$ cat src/rtl/cpu_host_pkg.sv
// Shared state encoding and stream constants for the host-side memory loader.
package cpu_host_pkg;

    typedef enum logic [3:0] {
        StIdle, StILen, StILoad, StIVer, StDLen, StDLoad,
        StRLen, StRun, StXLen, StXRd, StXOut
    } host_state_e;

    localparam int unsigned HostAddrStep = 4;

    // Order of the four length headers within one command stream.
    localparam logic [1:0] HdrNi    = 2'd0;
    localparam logic [1:0] HdrNd    = 2'd1;
    localparam logic [1:0] HdrNrun  = 2'd2;
    localparam logic [1:0] HdrNdump = 2'd3;

    function automatic logic [1:0] hdr_field(input host_state_e s);
        case (s)
            StILen:  return HdrNi;
            StDLen:  return HdrNd;
            StRLen:  return HdrNrun;
            default: return HdrNdump;
        endcase
    endfunction

endpackage

$ cat src/rtl/host_len_counter.sv
// Shared length/index counter: load, decrement, zero/last flags, depth clamp and a
// word index that saturates at the active depth.
module host_len_counter #(
    parameter int unsigned IdxW = 11
) (
    input  logic            i_clk,
    input  logic            i_rst_n,
    input  logic            i_load,
    input  logic            i_step,
    input  logic            i_clamp,
    input  logic [31:0]     i_len,
    input  logic [31:0]     i_depth,
    output logic            o_zero,
    output logic            o_last,
    output logic            o_over,
    output logic            o_in_range,
    output logic [IdxW-1:0] o_idx
);

    logic [31:0]     r_rem;
    logic [IdxW-1:0] r_idx;

    assign o_over     = i_len > i_depth;
    assign o_in_range = 32'(r_idx) < i_depth;
    assign o_zero     = r_rem == 32'd0;
    assign o_last     = r_rem == 32'd1;
    assign o_idx      = r_idx;

    always_ff @(posedge i_clk) begin
        if (!i_rst_n) begin
            r_rem <= '0;
            r_idx <= '0;
        end else if (i_load) begin
            r_rem <= (i_clamp && o_over) ? i_depth : i_len;
            r_idx <= '0;
        end else if (i_step) begin
            r_rem <= r_rem - 32'd1;
            // Oversized loads keep consuming words; the index parks at depth so no write lands.
            if (o_in_range) r_idx <= r_idx + IdxW'(1);
        end
    end

endmodule

$ cat src/rtl/cpu_host_loader.sv
// Host loader: fills imem/dmem from a command stream, runs the CPU, dumps a dmem region.
// Optional imem readback check is enabled by defining HOST_IMEM_VERIFY_EN.
module cpu_host_loader
    import cpu_host_pkg::*;
#(
    parameter int unsigned DATA_W     = 32,
    parameter int unsigned IMEM_WORDS = 512,
    parameter int unsigned DMEM_WORDS = 1024,
    parameter int unsigned ADDR_STEP  = HostAddrStep
) (
    input  logic              clk,
    input  logic              arst_n,
    input  logic              in_valid,
    output logic              in_ready,
    input  logic [DATA_W-1:0] in_data,
    output logic              out_valid,
    input  logic              out_ready,
    output logic [DATA_W-1:0] out_data,
    output logic              cpu_rst_n,
    output logic              cpu_enable,
    output logic [31:0]       addr_ext,
    output logic              wen_ext,
    output logic              ren_ext,
    output logic [DATA_W-1:0] wdata_ext,
    input  logic [DATA_W-1:0] rdata_ext,
    output logic [31:0]       addr_ext_2,
    output logic              wen_ext_2,
    output logic              ren_ext_2,
    output logic [DATA_W-1:0] wdata_ext_2,
    input  logic [DATA_W-1:0] rdata_ext_2,
    output logic              busy,
    output logic              err_len,
    output logic              err_verify
);

    localparam int unsigned MaxWords = (IMEM_WORDS > DMEM_WORDS) ? IMEM_WORDS : DMEM_WORDS;
    localparam int unsigned IdxW     = $clog2(MaxWords) + 1;
`ifdef HOST_IMEM_VERIFY_EN
    localparam bit VerifyEn = 1'b1;
`else
    localparam bit VerifyEn = 1'b0;
`endif

    host_state_e       r_state;
    logic              r_out_valid;
    logic [DATA_W-1:0] r_out_data;
    logic              r_err_len;

    logic              w_cnt_load, w_cnt_step, w_cnt_clamp;
    logic [31:0]       w_cnt_len, w_depth, w_idx_addr;
    logic              w_zero, w_last, w_over, w_in_range;
    logic [IdxW-1:0]   w_idx;
    logic              w_len_state, w_in_fire;
    logic [1:0]        w_field;

    assign w_len_state = r_state inside {StILen, StDLen, StRLen, StXLen};
    assign in_ready    = w_len_state || r_state == StILoad || r_state == StDLoad;
    assign w_in_fire   = in_valid && in_ready;
    assign w_field     = hdr_field(r_state);
    assign w_depth     = (r_state inside {StILen, StILoad, StIVer}) ? 32'(IMEM_WORDS)
                                                                   : 32'(DMEM_WORDS);
    assign w_idx_addr  = 32'(w_idx) * 32'(ADDR_STEP);

`ifdef HOST_IMEM_VERIFY_EN
    logic [31:0]       r_ni;
    logic [DATA_W-1:0] r_acc;
    logic              r_ver_ph;
    logic              r_err_verify;
`endif

    always_comb begin
        w_cnt_load  = 1'b0;
        w_cnt_step  = 1'b0;
        w_cnt_clamp = 1'b0;
        w_cnt_len   = 32'(in_data);
        if (w_len_state && w_in_fire) begin
            w_cnt_load  = 1'b1;
            w_cnt_clamp = w_field == HdrNdump;
        end else if ((r_state == StILoad || r_state == StDLoad) && w_in_fire) begin
            w_cnt_step = 1'b1;
        end else if (r_state == StRun && !w_zero) begin
            w_cnt_step = 1'b1;
        end else if (r_state == StXOut && r_out_valid && out_ready) begin
            w_cnt_step = 1'b1;
        end
`ifdef HOST_IMEM_VERIFY_EN
        if (r_state == StIVer && r_ver_ph) w_cnt_step = 1'b1;
        // Last imem word: rearm the counter for the readback pass.
        if (r_state == StILoad && w_in_fire && w_last) begin
            w_cnt_load  = 1'b1;
            w_cnt_step  = 1'b0;
            w_cnt_len   = r_ni;
            w_cnt_clamp = 1'b1;
        end
`endif
    end

    host_len_counter #(
        .IdxW (IdxW)
    ) u_len_counter (
        .i_clk      (clk),
        .i_rst_n    (arst_n),
        .i_load     (w_cnt_load),
        .i_step     (w_cnt_step),
        .i_clamp    (w_cnt_clamp),
        .i_len      (w_cnt_len),
        .i_depth    (w_depth),
        .o_zero     (w_zero),
        .o_last     (w_last),
        .o_over     (w_over),
        .o_in_range (w_in_range),
        .o_idx      (w_idx)
    );

    always_ff @(posedge clk) begin
        if (!arst_n) begin
            r_state     <= StIdle;
            r_out_valid <= 1'b0;
            r_out_data  <= '0;
            r_err_len   <= 1'b0;
        end else begin
            if (w_len_state && w_in_fire && w_over && w_field != HdrNrun) r_err_len <= 1'b1;
            unique case (r_state)
                StIdle:  r_state <= StILen;
                StILen:  if (w_in_fire) r_state <= (w_cnt_len == 32'd0) ? StDLen : StILoad;
                StILoad: if (w_in_fire && w_last) r_state <= VerifyEn ? StIVer : StDLen;
`ifdef HOST_IMEM_VERIFY_EN
                StIVer:  if (r_ver_ph && w_last) r_state <= StDLen;
`endif
                StDLen:  if (w_in_fire) r_state <= (w_cnt_len == 32'd0) ? StRLen : StDLoad;
                StDLoad: if (w_in_fire && w_last) r_state <= StRLen;
                StRLen:  if (w_in_fire) r_state <= StRun;
                StRun:   if (w_zero) r_state <= StXLen;
                StXLen:  if (w_in_fire) r_state <= (w_cnt_len == 32'd0) ? StIdle : StXRd;
                StXRd:   r_state <= StXOut;
                StXOut: begin
                    if (!r_out_valid) begin
                        r_out_valid <= 1'b1;
                        r_out_data  <= rdata_ext_2;
                    end else if (out_ready) begin
                        r_out_valid <= 1'b0;
                        r_state     <= w_last ? StIdle : StXRd;
                    end
                end
                default: r_state <= StIdle;
            endcase
        end
    end

`ifdef HOST_IMEM_VERIFY_EN
    // XOR of everything written, cancelled by everything read back; nonzero means a bad word.
    always_ff @(posedge clk) begin
        if (!arst_n) begin
            r_ni         <= '0;
            r_acc        <= '0;
            r_ver_ph     <= 1'b0;
            r_err_verify <= 1'b0;
        end else begin
            if (r_state == StILen && w_in_fire) begin
                r_ni  <= 32'(in_data);
                r_acc <= '0;
            end
            if (wen_ext) r_acc <= r_acc ^ in_data;
            if (r_state == StIVer) begin
                r_ver_ph <= !r_ver_ph;
                if (r_ver_ph) begin
                    r_acc <= r_acc ^ rdata_ext;
                    if (w_last && (r_acc ^ rdata_ext) != '0) r_err_verify <= 1'b1;
                end
            end else begin
                r_ver_ph <= 1'b0;
            end
        end
    end
    assign ren_ext    = r_state == StIVer && !r_ver_ph;
    assign err_verify = r_err_verify;
`else
    logic [DATA_W-1:0] w_unused_rdata;
    assign w_unused_rdata = rdata_ext;
    assign ren_ext        = 1'b0;
    assign err_verify     = 1'b0;
`endif

    assign wen_ext     = r_state == StILoad && w_in_fire && w_in_range;
    assign wdata_ext   = (r_state == StILoad) ? in_data : '0;
    assign addr_ext    = (r_state == StILoad || r_state == StIVer) ? w_idx_addr : '0;
    assign wen_ext_2   = r_state == StDLoad && w_in_fire && w_in_range;
    assign wdata_ext_2 = (r_state == StDLoad) ? in_data : '0;
    assign addr_ext_2  = (r_state == StDLoad || r_state == StXRd) ? w_idx_addr : '0;
    assign ren_ext_2   = r_state == StXRd;
    assign cpu_rst_n   = r_state inside {StRun, StXLen, StXRd, StXOut};
    assign cpu_enable  = r_state == StRun && !w_zero;
    assign busy        = r_state != StIdle;
    assign out_valid   = r_out_valid;
    assign out_data    = r_out_data;
    assign err_len     = r_err_len;

endmodule

$ cat config.mk
export PLATFORM = sky130hd
export DESIGN_NAME = cpu_host_loader
export DESIGN_NICKNAME = d
export VERILOG_FILES = /design/src/rtl/cpu_host_pkg.sv /design/src/rtl/host_len_counter.sv /design/src/rtl/cpu_host_loader.sv
export SDC_FILE = /design/constraint.sdc
export NUM_CORES = 1
export LEC_CHECK = 0
export ABC_AREA = 1
export CAP_MARGIN = 20
export CELL_PAD_IN_SITES_DETAIL_PLACEMENT = 1
export CELL_PAD_IN_SITES_GLOBAL_PLACEMENT = 2
export CORE_UTILIZATION = 20
export CTS_BUF_LIST = sky130_fd_sc_hd__clkbuf_16
export CTS_CLUSTER_DIAMETER = 50
export DETAILED_ROUTE_END_ITERATION = 10
export MAX_ROUTING_LAYER = met4
export PLACE_DENSITY_LB_ADDON = 0.1
export SYNTH_ARGS = -nofsm -noshare
export SYNTH_HDL_FRONTEND = slang
export SYNTH_HIERARCHICAL = 1
export SYNTH_SLANG_ARGS = --single-unit
$ cat constraint.sdc
create_clock -name clk -period 2.4 [get_ports clk]
set_input_delay 0.48 -clock clk [delete_from_list [all_inputs] [get_ports clk]]
set_output_delay 0.48 -clock clk [all_outputs]
set_load 0.1 [all_outputs]
==> flow_summary.json <==
{
  "crit_path_end": "cpu_enable",
  "routed_wl_um": 31880,
  "hold_slack_ns": 0.4637,
  "leakage_nw": 5.829,
  "overflow": 0,
  "std_cell_rows": 69,
  "finalMaxSlewViolations": 0,
  "critPathLaunchType": "flop",
  "diodes": 0,
  "register_area_sq_mm": 0.001632,
  "power_density_mw_per_mm2": 915.8,
  "end_kind": "primary output",
  "vias_per_cell": 4.278,
  "fillers": 4313,
  "rr_worst_depth": 21,
  "tns_ns": -4.354,
  "yosysUniqueCellTypes": 37,
  "violations": "negative setup slack",
  "reg2reg_slack_ns": -0.16,
  "drt_iter0_markers": 270,
  "grt_pass1_wl_um": 48580,
  "synth_area_sq_mm": 0.007191,
  "critPathArrivalTime_ns": 2.18,
  "clockBufferDepth": 2,
  "setup_ws_ns": -0.2619,
  "cp.required_ns": 1.92,
  "ctsRootBufferMaster": "clkbuf_16",
  "grt_pass1_vias": 8813,
  "core-area_sq_mm": 0.03548,
  "cts_sinks": 81,
  "ios": 271,
  "crit_start": "u_len_counter/r_rem[1]$_SDFFE_PN0P_",
  "hpwlAfterDp_um": 24200,
  "dieArea_sq_mm": 0.03672,
  "synthesis.instances": 1205,
  "hp-start": "out_data[23]$_SDFFE_PN0P_",
  "crit_fanout": 2,
  "syn_to_final_growth_pct": 88.24,
  "cts_tree": "built",
  "yosysWarnings": 6,
  "portBuffers": 194,
  "floorplan.initialDensity": 0.2027,
  "fin_crit_ns": 2.662,
  "gp_congestion": 0.7654,
  "internal-power_mw": 5.955,
  "swShare": 0.5196,
  "grt_start_max_net_pins": 36,
  "sequentialPowerShare": 0.150,
  "final_nets": 1721,
  "synth-edff-count": 0,
  "setup_viol": 47,
  "hp-class": "reg -> reg",
  "grtUsageTotal": 0.1755,
  "utilization": 0.3815,
  "p_switching_mw": 6.441,
  "via_count": 8735,
  "antenna_left": 0,
  "cts_hold_buffers": 0,
  "p_clk_frac": 0.130,
  "fp.dieH_um": 191.6,
  "ys.flop_type": "dfxtp_1",
  "ys_ff_latch": 81,
  "drive_gt1_frac": 0.3808,
  "antenna_found_initial": 0,
  "status": "complete, but fails checks",
  "ir_drop_mv": 0.4697,
  "r2r-end": "u_len_counter/r_rem[10]$_SDFFE_PN0P_",
  "multi_input_area_sq_mm": 0.005843,
  "synthArstFlopShare": 0,
  "power.total_mw": 12.40,
  "post-route-period-util": 1.109,
  "avgSynthCellArea_sq_um": 5.967,
  "cts.htree.levels": 3,
  "remaining_drc_errors": 0,
  "insertion_delay_ns": 0.36,
  "rsz0062_at_grt": "yes",
  "hold_viol": 0,
  "maxClockFrequency_mhz": 375.7,
  "wl_per_cell_um": 15.61,
  "max_cap_viol_count": 0,
  "seq_area_frac_synth": 0.2255,
  "dp_slack_ns": -0.4480,
  "path_class": "reg -> out",
  "dieWidth_um": 191.6,
  "fin_skew_ns": 0.007880,
  "combPwrFrac": 0.720,
  "first_pass_iters": 4,
  "numCtsBuffers": 9,
  "clkSlewWorstSetupHoldPaths_ns": 0.07,
  "r2r-start": "r_state[3]$_SDFFE_PN0P_"
}
==> kinds of logic after synthesis <==
group	share of synthesized area
adder cells (fa/ha/maj)	0.07830
other	0.0005215
XOR/XNOR	0.01583
AND/OR/NAND/NOR	0.3649
buffers and inverters	0.1789
AO/OA/AOI/OAI	0.1361
flip-flops	0.2255
==> sequential cells by signal, indices dropped and copies added (netlist names) <==
signal and count:
r_state 4, u_len_counter/o_idx 11, u_len_counter/r_rem 32, out_data 32, out_valid 1, err_len 1
==> what timing repair did <==
item	4_1_cts	5_1_grt
resized for setup	61	220
pin swaps	23	43
setup endpoints to repair	71	91
gates cloned	2	5
buffers inserted	23	10
==> cell usage after synthesis, types with 2 or more instances <==
| master | count | area share |
|---|---|---|
| a21oi_1 | 107 | 0.074 |
| a21oi_2 | 6 | 0.0073 |
| a31oi_1 | 5 | 0.0044 |
| buf_1 | 3 | 0.0016 |
| buf_2 | 15 | 0.010 |
| buf_4 | 44 | 0.046 |
| clkbuf_1 | 29 | 0.015 |
| dfxtp_1 | 81 | 0.23 |
| ha_1 | 45 | 0.078 |
| inv_1 | 191 | 0.10 |
| inv_2 | 7 | 0.0037 |
| nand2_1 | 212 | 0.11 |
| nand2_2 | 9 | 0.0078 |
| nand2_4 | 5 | 0.0078 |
| nand3_1 | 87 | 0.061 |
| nand4_1 | 45 | 0.039 |
| nor2_1 | 184 | 0.096 |
| nor2_2 | 6 | 0.0052 |
| nor2_4 | 7 | 0.011 |
| nor3_1 | 17 | 0.012 |
| nor4_1 | 8 | 0.0070 |
| o21a_1 | 2 | 0.0021 |
| o21ai_0 | 60 | 0.042 |
| or2_2 | 6 | 0.0052 |
| xnor2_1 | 2 | 0.0024 |
| xor2_1 | 11 | 0.013 |
==> layout by cell type (no fill, tap or decap), types with 11 or more instances in the layout <==
master and count:
inv_1 175, buf_4 174, nand2_1 166, buf_12 107, nor2_1 89, conb_1 89
a21oi_1 80, dfxtp_1 73, nor2_2 67, clkdlybuf4s50_1 67, nand3_1 51, o21ai_0 50
nand4_1 45, nor2_4 41, ha_1 41, nand2_4 38, a21oi_2 33, nand2_2 21
nand3_2 19, nand3_4 18, inv_2 17, nor3_1 13, clkbuf_16 12, xor2_1 11
==> power by group through the flow <==
stage,registers [mW],logic (mW),clock network (mW)
2_1_floorplan,1.89,4.69,0
3_3_place_gp,1.86,7.61,0
3_5_place_dp,1.86,7.64,0
4_1_cts,1.84,8.23,1.68
5_1_grt,1.89,9.68,1.71
6_report,1.86,8.93,1.61
==> layer usage <==
layer / up-vias / track usage / wire, um
met5: - / - / 0
met4: 0 / 0.02991 / 288
met3: 16 / 0.02467 / 999
met2: 145 / 0.2638 / 14140
met1: 4107 / 0.2501 / 16460
li1: 4467 / - / -
==> worst min-delay path by stage <==
stage,end,slack [ns],depth (start not counted)
after floorplan,r_state[3]$_SDFFE_PN0P_,0.47,2
after global placement,out_data[22]$_SDFFE_PN0P_,0.45,2
after detailed placement,out_data[23]$_SDFFE_PN0P_,0.46,2
after CTS,out_data[23]$_SDFFE_PN0P_,0.47,2
after global routing,out_data[20]$_SDFFE_PN0P_,0.49,2
final,out_data[23]$_SDFFE_PN0P_,0.46,2
==> cell type report <==
type | instances | area share
Inverter | 199 | 0.05630
Multi-Input combinational cell | 921 | 0.4317
Clock buffer | 9 | 0.01664
Clock inverter | 7 | 0.007672
Sequential cell | 81 | 0.1205
Tap cell | 461 | 0.04261
Timing Repair Buffer | 364 | 0.3246
==> critical path, stage by stage (launching register included) <==
cell and delay, ns:
dfxtp_2 0.32, inv_2 0.07, ha_4 0.15, nand2_4 0.06, nor2_4 0.10, inv_2 0.07
nor3_4 0.19, nand4_1 0.11, nor4_1 0.19, buf_4 0.17, or2_4 0.12, buf_6 0.09
inv_2 0.03, buf_12 0.15
==> per-stage QoR <==
stage / cells / cell area (sq um)
after CTS: 2030 / 12490
after global routing: 2042 / 13540
after global placement: 1990 / 11750
final: 2042 / 13540
after floorplan: 1293 / 7795
after detailed placement: 1990 / 11750
Note: power is estimated with default switching activity, not from simulation.
